--- src/rtl/tone_pkg.sv ---
`default_nettype none
// ============================================================================
// Module      : tone_pkg
// Description : Shared constants, write-FSM states and half-period table for
//               the level-to-tone audio output path.
// Revision    : 1.0 - initial release
// ============================================================================
package tone_pkg;

    localparam logic [3:0] LEVEL_MAX = 4'd9;

    typedef enum logic [1:0] {
        ST_IDLE  = 2'd0,
        ST_WRITE = 2'd1,
        ST_GAP   = 2'd2
    } wr_state_t;

    // Half-period in samples: 44 at level 1 down to 12 at level 9; level 0 is silent.
    function automatic logic [5:0] HALF_PERIOD(input logic [3:0] lvl);
        logic [5:0] half;
        if ((lvl == 4'd0) || (lvl > LEVEL_MAX)) begin
            half = 6'd0;
        end else begin
            half = 6'd48 - {lvl, 2'b00};
        end
        return half;
    endfunction

endpackage
`default_nettype wire

--- src/rtl/level_latch_wd.sv ---
`default_nettype none
// ============================================================================
// Module      : level_latch_wd
// Description : Captures valid loudness levels and forces the pending level
//               to silence when no update arrives within the timeout window.
// Revision    : 1.0 - initial release
// ============================================================================
module level_latch_wd
    import tone_pkg::*;
#(
    parameter logic [31:0] TIMEOUT_CYCLES = 32'd100000000
) (
    input  logic       CLOCK_50,
    input  logic       reset,
    input  logic [3:0] level,
    input  logic       level_valid,
    output logic [3:0] pend_level
);

    logic [31:0] r_wd;
    logic [3:0]  r_pend_level;
    logic        w_expired;

    assign w_expired = (r_wd >= (TIMEOUT_CYCLES - 32'd1));

    // An out-of-range level still proves the meter is alive, so it clears the watchdog.
    always_ff @(posedge CLOCK_50) begin
        if (reset) begin
            r_wd         <= 32'd0;
            r_pend_level <= 4'd0;
        end else if (level_valid) begin
            r_wd <= 32'd0;
            if (level <= LEVEL_MAX) begin
                r_pend_level <= level;
            end
        end else if (w_expired) begin
            r_pend_level <= 4'd0;
        end else begin
            r_wd <= r_wd + 32'd1;
        end
    end

    assign pend_level = r_pend_level;

endmodule
`default_nettype wire

--- src/rtl/level_tone_out.sv ---
`default_nettype none
// ============================================================================
// Module      : level_tone_out
// Description : Converts the loudness level into a square-wave tone and writes
//               stereo samples to the audio controller output FIFO.
// Revision    : 1.0 - initial release
// ============================================================================
module level_tone_out
    import tone_pkg::*;
#(
    parameter logic [31:0] AMP_STEP       = 32'd100000000,
    parameter logic [31:0] TIMEOUT_CYCLES = 32'd100000000
) (
    input  logic               CLOCK_50,
    input  logic               reset,
    input  logic [3:0]         level,
    input  logic               level_valid,
    input  logic               enable,
    input  logic               audio_out_allowed,
    output logic               write_audio_out,
    output logic signed [31:0] left_channel_audio_out,
    output logic signed [31:0] right_channel_audio_out,
    output logic [3:0]         cur_level,
    output logic               muted
);

    wr_state_t          r_state;
    wr_state_t          w_state_nxt;
    logic               w_issue;
    logic [3:0]         w_pend_level;
    logic [3:0]         r_cur_level;
    logic               r_ph;
    logic [5:0]         r_sc;
    logic               r_write;
    logic               r_muted;
    logic signed [31:0] r_sample;
    logic [5:0]         w_half;
    logic               w_boundary;
    logic [31:0]        w_amp;
    logic signed [31:0] w_sample;

    level_latch_wd #(
        .TIMEOUT_CYCLES (TIMEOUT_CYCLES)
    ) u_level_latch_wd (
        .CLOCK_50    (CLOCK_50),
        .reset       (reset),
        .level       (level),
        .level_valid (level_valid),
        .pend_level  (w_pend_level)
    );

    always_ff @(posedge CLOCK_50) begin
        if (reset) begin
            r_state <= ST_IDLE;
        end else begin
            r_state <= w_state_nxt;
        end
    end

    // GAP also acts as the decision cycle, so sustained writes land every other cycle.
    always_comb begin
        w_state_nxt = r_state;
        w_issue     = 1'b0;
        case (r_state)
            ST_IDLE, ST_GAP: begin
                if (enable && audio_out_allowed) begin
                    w_state_nxt = ST_WRITE;
                    w_issue     = 1'b1;
                end else begin
                    w_state_nxt = ST_IDLE;
                end
            end
            ST_WRITE: begin
                w_state_nxt = enable ? ST_GAP : ST_IDLE;
            end
            default: begin
                w_state_nxt = ST_IDLE;
            end
        endcase
    end

    assign w_half     = HALF_PERIOD(r_cur_level);
    assign w_boundary = (r_cur_level == 4'd0) || (r_sc == (w_half - 6'd1));
    assign w_amp      = {28'd0, r_cur_level} * AMP_STEP;
    assign w_sample   = r_ph ? $signed(w_amp) : -$signed(w_amp);

    // Sample is built from the pre-update level/phase; level changes only at half-period edges.
    always_ff @(posedge CLOCK_50) begin
        if (reset) begin
            r_write     <= 1'b0;
            r_sample    <= 32'sd0;
            r_cur_level <= 4'd0;
            r_muted     <= 1'b1;
            r_ph        <= 1'b0;
            r_sc        <= 6'd0;
        end else begin
            r_write <= w_issue;
            if (w_issue) begin
                r_sample <= w_sample;
                if (w_boundary) begin
                    r_sc        <= 6'd0;
                    r_cur_level <= w_pend_level;
                    r_muted     <= (w_pend_level == 4'd0);
                    r_ph        <= (w_pend_level == 4'd0) ? 1'b0 : ~r_ph;
                end else begin
                    r_sc <= r_sc + 6'd1;
                end
            end
        end
    end

    assign write_audio_out         = r_write;
    assign left_channel_audio_out  = r_sample;
    assign right_channel_audio_out = r_sample;
    assign cur_level               = r_cur_level;
    assign muted                   = r_muted;

endmodule
`default_nettype wire

--- config.mk ---
export PLATFORM = sky130hd
export DESIGN_NAME = level_tone_out
export DESIGN_NICKNAME = d
export VERILOG_FILES = /design/src/rtl/tone_pkg.sv /design/src/rtl/level_latch_wd.sv /design/src/rtl/level_tone_out.sv
export SDC_FILE = /design/constraint.sdc
export NUM_CORES = 1
export LEC_CHECK = 0
export ABC_AREA = 1
export ABC_CLOCK_PERIOD_IN_PS = 4400
export BUFFER_PORTS_ARGS = -buffer_cell sky130_fd_sc_hd__buf_2
export CAP_MARGIN = 20
export CORE_UTILIZATION = 42
export DETAILED_ROUTE_END_ITERATION = 12
export GPL_ROUTABILITY_DRIVEN = 0
export PLACE_DENSITY = 0.6
export SETUP_SLACK_MARGIN = 0.5
export SLEW_MARGIN = 20
export SYNTH_ARGS = -nofsm -noshare
export SYNTH_HDL_FRONTEND = slang
export SYNTH_SLANG_ARGS = --single-unit
--- constraint.sdc ---
create_clock -name CLOCK_50 -period 4.4 [get_ports CLOCK_50]
set_input_delay 0.66 -clock CLOCK_50 [delete_from_list [all_inputs] [get_ports CLOCK_50]]
set_output_delay 0.66 -clock CLOCK_50 [all_outputs]
set_load 0.01 [all_outputs]
==> flow_summary.json <==
{
  "finalCritPeriodShare_pct": 81.16,
  "r2r_setup_slack_ns": 0.83,
  "yosys_warnings": 0,
  "worstHoldStart": "u_level_latch_wd.r_wd[31]",
  "wl_per_cell_um": 12.89,
  "grt_pass1_wl_um": 24130,
  "worst_slew_pin_slew_ns": 0.8593,
  "vias": 5429,
  "netlist.area_leader.share_pct": 25.53,
  "leakage_nw": 3.115,
  "cts_made_buffers": 9,
  "slew-limit-headroom_pct": 42.63,
  "clk_pin_slew_worst_paths_ns": 0.06,
  "drc": 0,
  "synth_edf_count": 0,
  "synth_area_sq_um": 5803,
  "yosysTopAreaCell": "dfxtp_1",
  "drive_above_1_share_pct": 13.02,
  "final_cells": 1105,
  "crit_path_frequent_cell": "nand3_1",
  "synth.area.top_cells": "dfxtp_1 26%, nand2_1 15%, inv_1 7.8%",
  "via_per_inst": 4.913,
  "hold_path.class": "reg -> reg",
  "clk-insertion-delay-late_ns": 0.35,
  "die_area_sq_um": 14290,
  "cp.arrival_ns": 3.81,
  "rsz0062_at_grt": "false",
  "start_kind": "flop",
  "cap_violations": 0,
  "setup_slack_ns": 0.8291,
  "setup_violations": 0,
  "pin_count": 79,
  "r2r_start": "cur_level[2]",
  "yosysSeqAreaShare_pct": 25.53,
  "hold_violations": 0,
  "grt_max_degree": 55,
  "gr-total-overflow": 0,
  "period_needed_ns": 3.571,
  "n_antenna_cell": 0,
  "async_flop_share_pct": 0,
  "core-area_sq_um": 13350,
  "place_ws_ns": 0.7396,
  "critPathKind": "reg -> reg",
  "ys.flop_type": "dfxtp_1",
  "die_x_um": 119.5,
  "fp-row-count": 42,
  "synth-seq-cells": 74,
  "final_antenna_net_count": 0,
  "cts_tree": "yes",
  "whs_path_depth": 2,
  "dp_hpwl_um": 10920,
  "slowest_stage": "fa_2",
  "port_buffers": 62,
  "grt_pass1_vias": 4957,
  "start_util_pct": 43.48,
  "synthDistinctLibCells": 40,
  "final.setup.tns_ns": 0,
  "clock_skew_ns": 0.009051,
  "die_h_um": 119.5,
  "path_cells": "fa_2 > inv_1 > fa_1 > inv_1 > fa_2 > nor3_1 > nand2_1 > nor2_2 > nand3_1 > nor2_2 > nand2_1 > nor2_2 > nand3_1 > nand3_1 > nand3_1 > nand2_1 > inv_1",
  "wl_um": 14240,
  "area_growth_pct": 8.581,
  "drt_iter0_drc": 304,
  "antenna_found_initial": 0,
  "ir_drop_mv": 0.2268,
  "crit_required_ns": 4.64,
  "finalMaxSlewViolations": 0,
  "r2r_cells": 17,
  "r2r_end": "left_channel_audio_out[29]",
  "nNetsFinal": 973,
  "crit_fanout": 5,
  "cts.sinks": 74,
  "end_kind": "flop",
  "hold_buffers": 0,
  "fin_area_sq_um": 6301,
  "syn_avg_cell_area_sq_um": 6.477,
  "cts_max_level": 3,
  "cts.path.max_buffers": 2,
  "grtUsageTotal_pct": 21.08,
  "drtPass1Iterations": 7,
  "status": "completed",
  "fmax_ghz": 0.2800,
  "n_fill_cell": 1406,
  "holdPathEnd": "u_level_latch_wd.r_wd[31]",
  "dpl_cell_area_sq_um": 5977,
  "clockRootBuffer": "clkbuf_16",
  "synthCells": 896,
  "p_per_area_nw_per_um2": 353.8,
  "dp_cells": 1088,
  "max_stage_delay_ns": 0.56
}
## through the flow
stage          total power, mW  utilization, %  hold WS [ns]
3_5_place_dp             1.475           44.78        0.4306
3_3_place_gp             1.476           44.78        0.4269
5_1_grt                  2.376           47.21        0.4621
6_report                 2.230           47.21        0.4392
2_1_floorplan            1.327               -        0.4153
4_1_cts                  2.233           47.06        0.4391
## critical path: cells and delay by family (launching register included)
family | cells | cell delay [ns]
and+or+nand+nor | 11 | 1.34
adders and majority gates | 3 | 1.58
DFF | 1 | 0.36
buffers and inverters | 3 | 0.21
## registers in the layout (all words and copies together) (netlist names)
signal,flops
u_level_latch_wd.r_wd,32
left_channel_audio_out,24
r_sc,6
cur_level,4
u_level_latch_wd.pend_level,4
muted,1
r_ph,1
r_state,1
write_audio_out,1
## cell type report
cell class              instances  area [sq um]  area share (%)
clock buffers                  10         239.0           3.793
clock inverters                 6         65.06           1.033
inverters                     125         469.2           7.446
multi-input cells             647          3478           55.20
flip-flops and latches         74          1481           23.51
well taps                     176         220.2           3.495
repair buffers                 67         347.8           5.520
## Yosys cell counts, types with 20 or more instances
library cell,number
a21oi_1,41
buf_4,42
dfxtp_1,74
ha_1,32
inv_1,120
nand2_1,236
nand3_1,57
nand4_1,22
nor2_1,92
nor3_1,27
o21ai_0,27
xor2_1,20
## report_power, final
group / total (mW) / internal [mW] / switching (mW)
Combinational: 0.751 / 0.255 / 0.496
Clock: 0.753 / 0.455 / 0.298
Sequential: 0.726 / 0.700 / 0.0265
Total: 2.23 / 1.41 / 0.820
## per-layer routing
layer,track usage [%],wire [um],up-vias
met3,3.850,618,15
met1,29.19,7204,2416
met4,6.016,221,0
li1,-,-,2849
met2,33.35,6200,149
met5,0,0,-
## cell usage in the layout (no fill, tap or decap), drive strengths merged
cell / Yosys / final
ha: 32 / 32
nand2: 245 / 245
nor2: 100 / 100
clkbuf: 15 / 10
nor3: 27 / 27
nand3: 64 / 64
nor3b: 3 / 3
clkinvlp: 0 / 1
o21ai: 28 / 28
xor2: 21 / 21
o21bai: 1 / 1
buf: 50 / 67
bufinv: 0 / 1
o221ai: 8 / 8
a311oi: 1 / 1
nand4: 22 / 22
clkinv: 1 / 4
and3: 3 / 3
a211oi: 1 / 1
fa: 8 / 8
dfxtp: 74 / 74
xnor2: 9 / 9
o211ai: 5 / 5
a21oi: 42 / 42
nor4: 4 / 4
or2: 3 / 3
a31oi: 3 / 3
inv: 124 / 125
a211o: 1 / 1
conb: 1 / 16
## worst max-delay path by stage
stage / start / end / slack, ns / cells after the start
after CTS: cur_level[2] / left_channel_audio_out[29] / 0.71 / 17
after global routing: cur_level[2] / left_channel_audio_out[28] / 0.54 / 19
after floorplan: cur_level[3] / left_channel_audio_out[29] / 1.00 / 17
final: cur_level[2] / left_channel_audio_out[29] / 0.83 / 17
after global placement: cur_level[2] / left_channel_audio_out[28] / 0.74 / 19
after detailed placement: cur_level[2] / left_channel_audio_out[29] / 0.74 / 17
## logic make-up after synthesis
kind of cell | count (synthesis) | share of synthesized area [%]
adders and majority gates | 40 | 9.659
buffers and inverters | 190 | 15.72
other | 1 | 0.06462
DFF | 74 | 25.53
AOI/OAI and AO/OA | 90 | 9.035
xor gates and xnor gates | 30 | 4.657
and+or+nand+nor | 471 | 35.34
## repair_timing
action | in CTS | in global routing
buffers inserted | 0 | 1
gates resized for setup | 0 | 5
setup endpoints to repair | 0 | 5
hold endpoints to repair | 0 | 0
No activity file was read; power rests on OpenSTA's default activity.
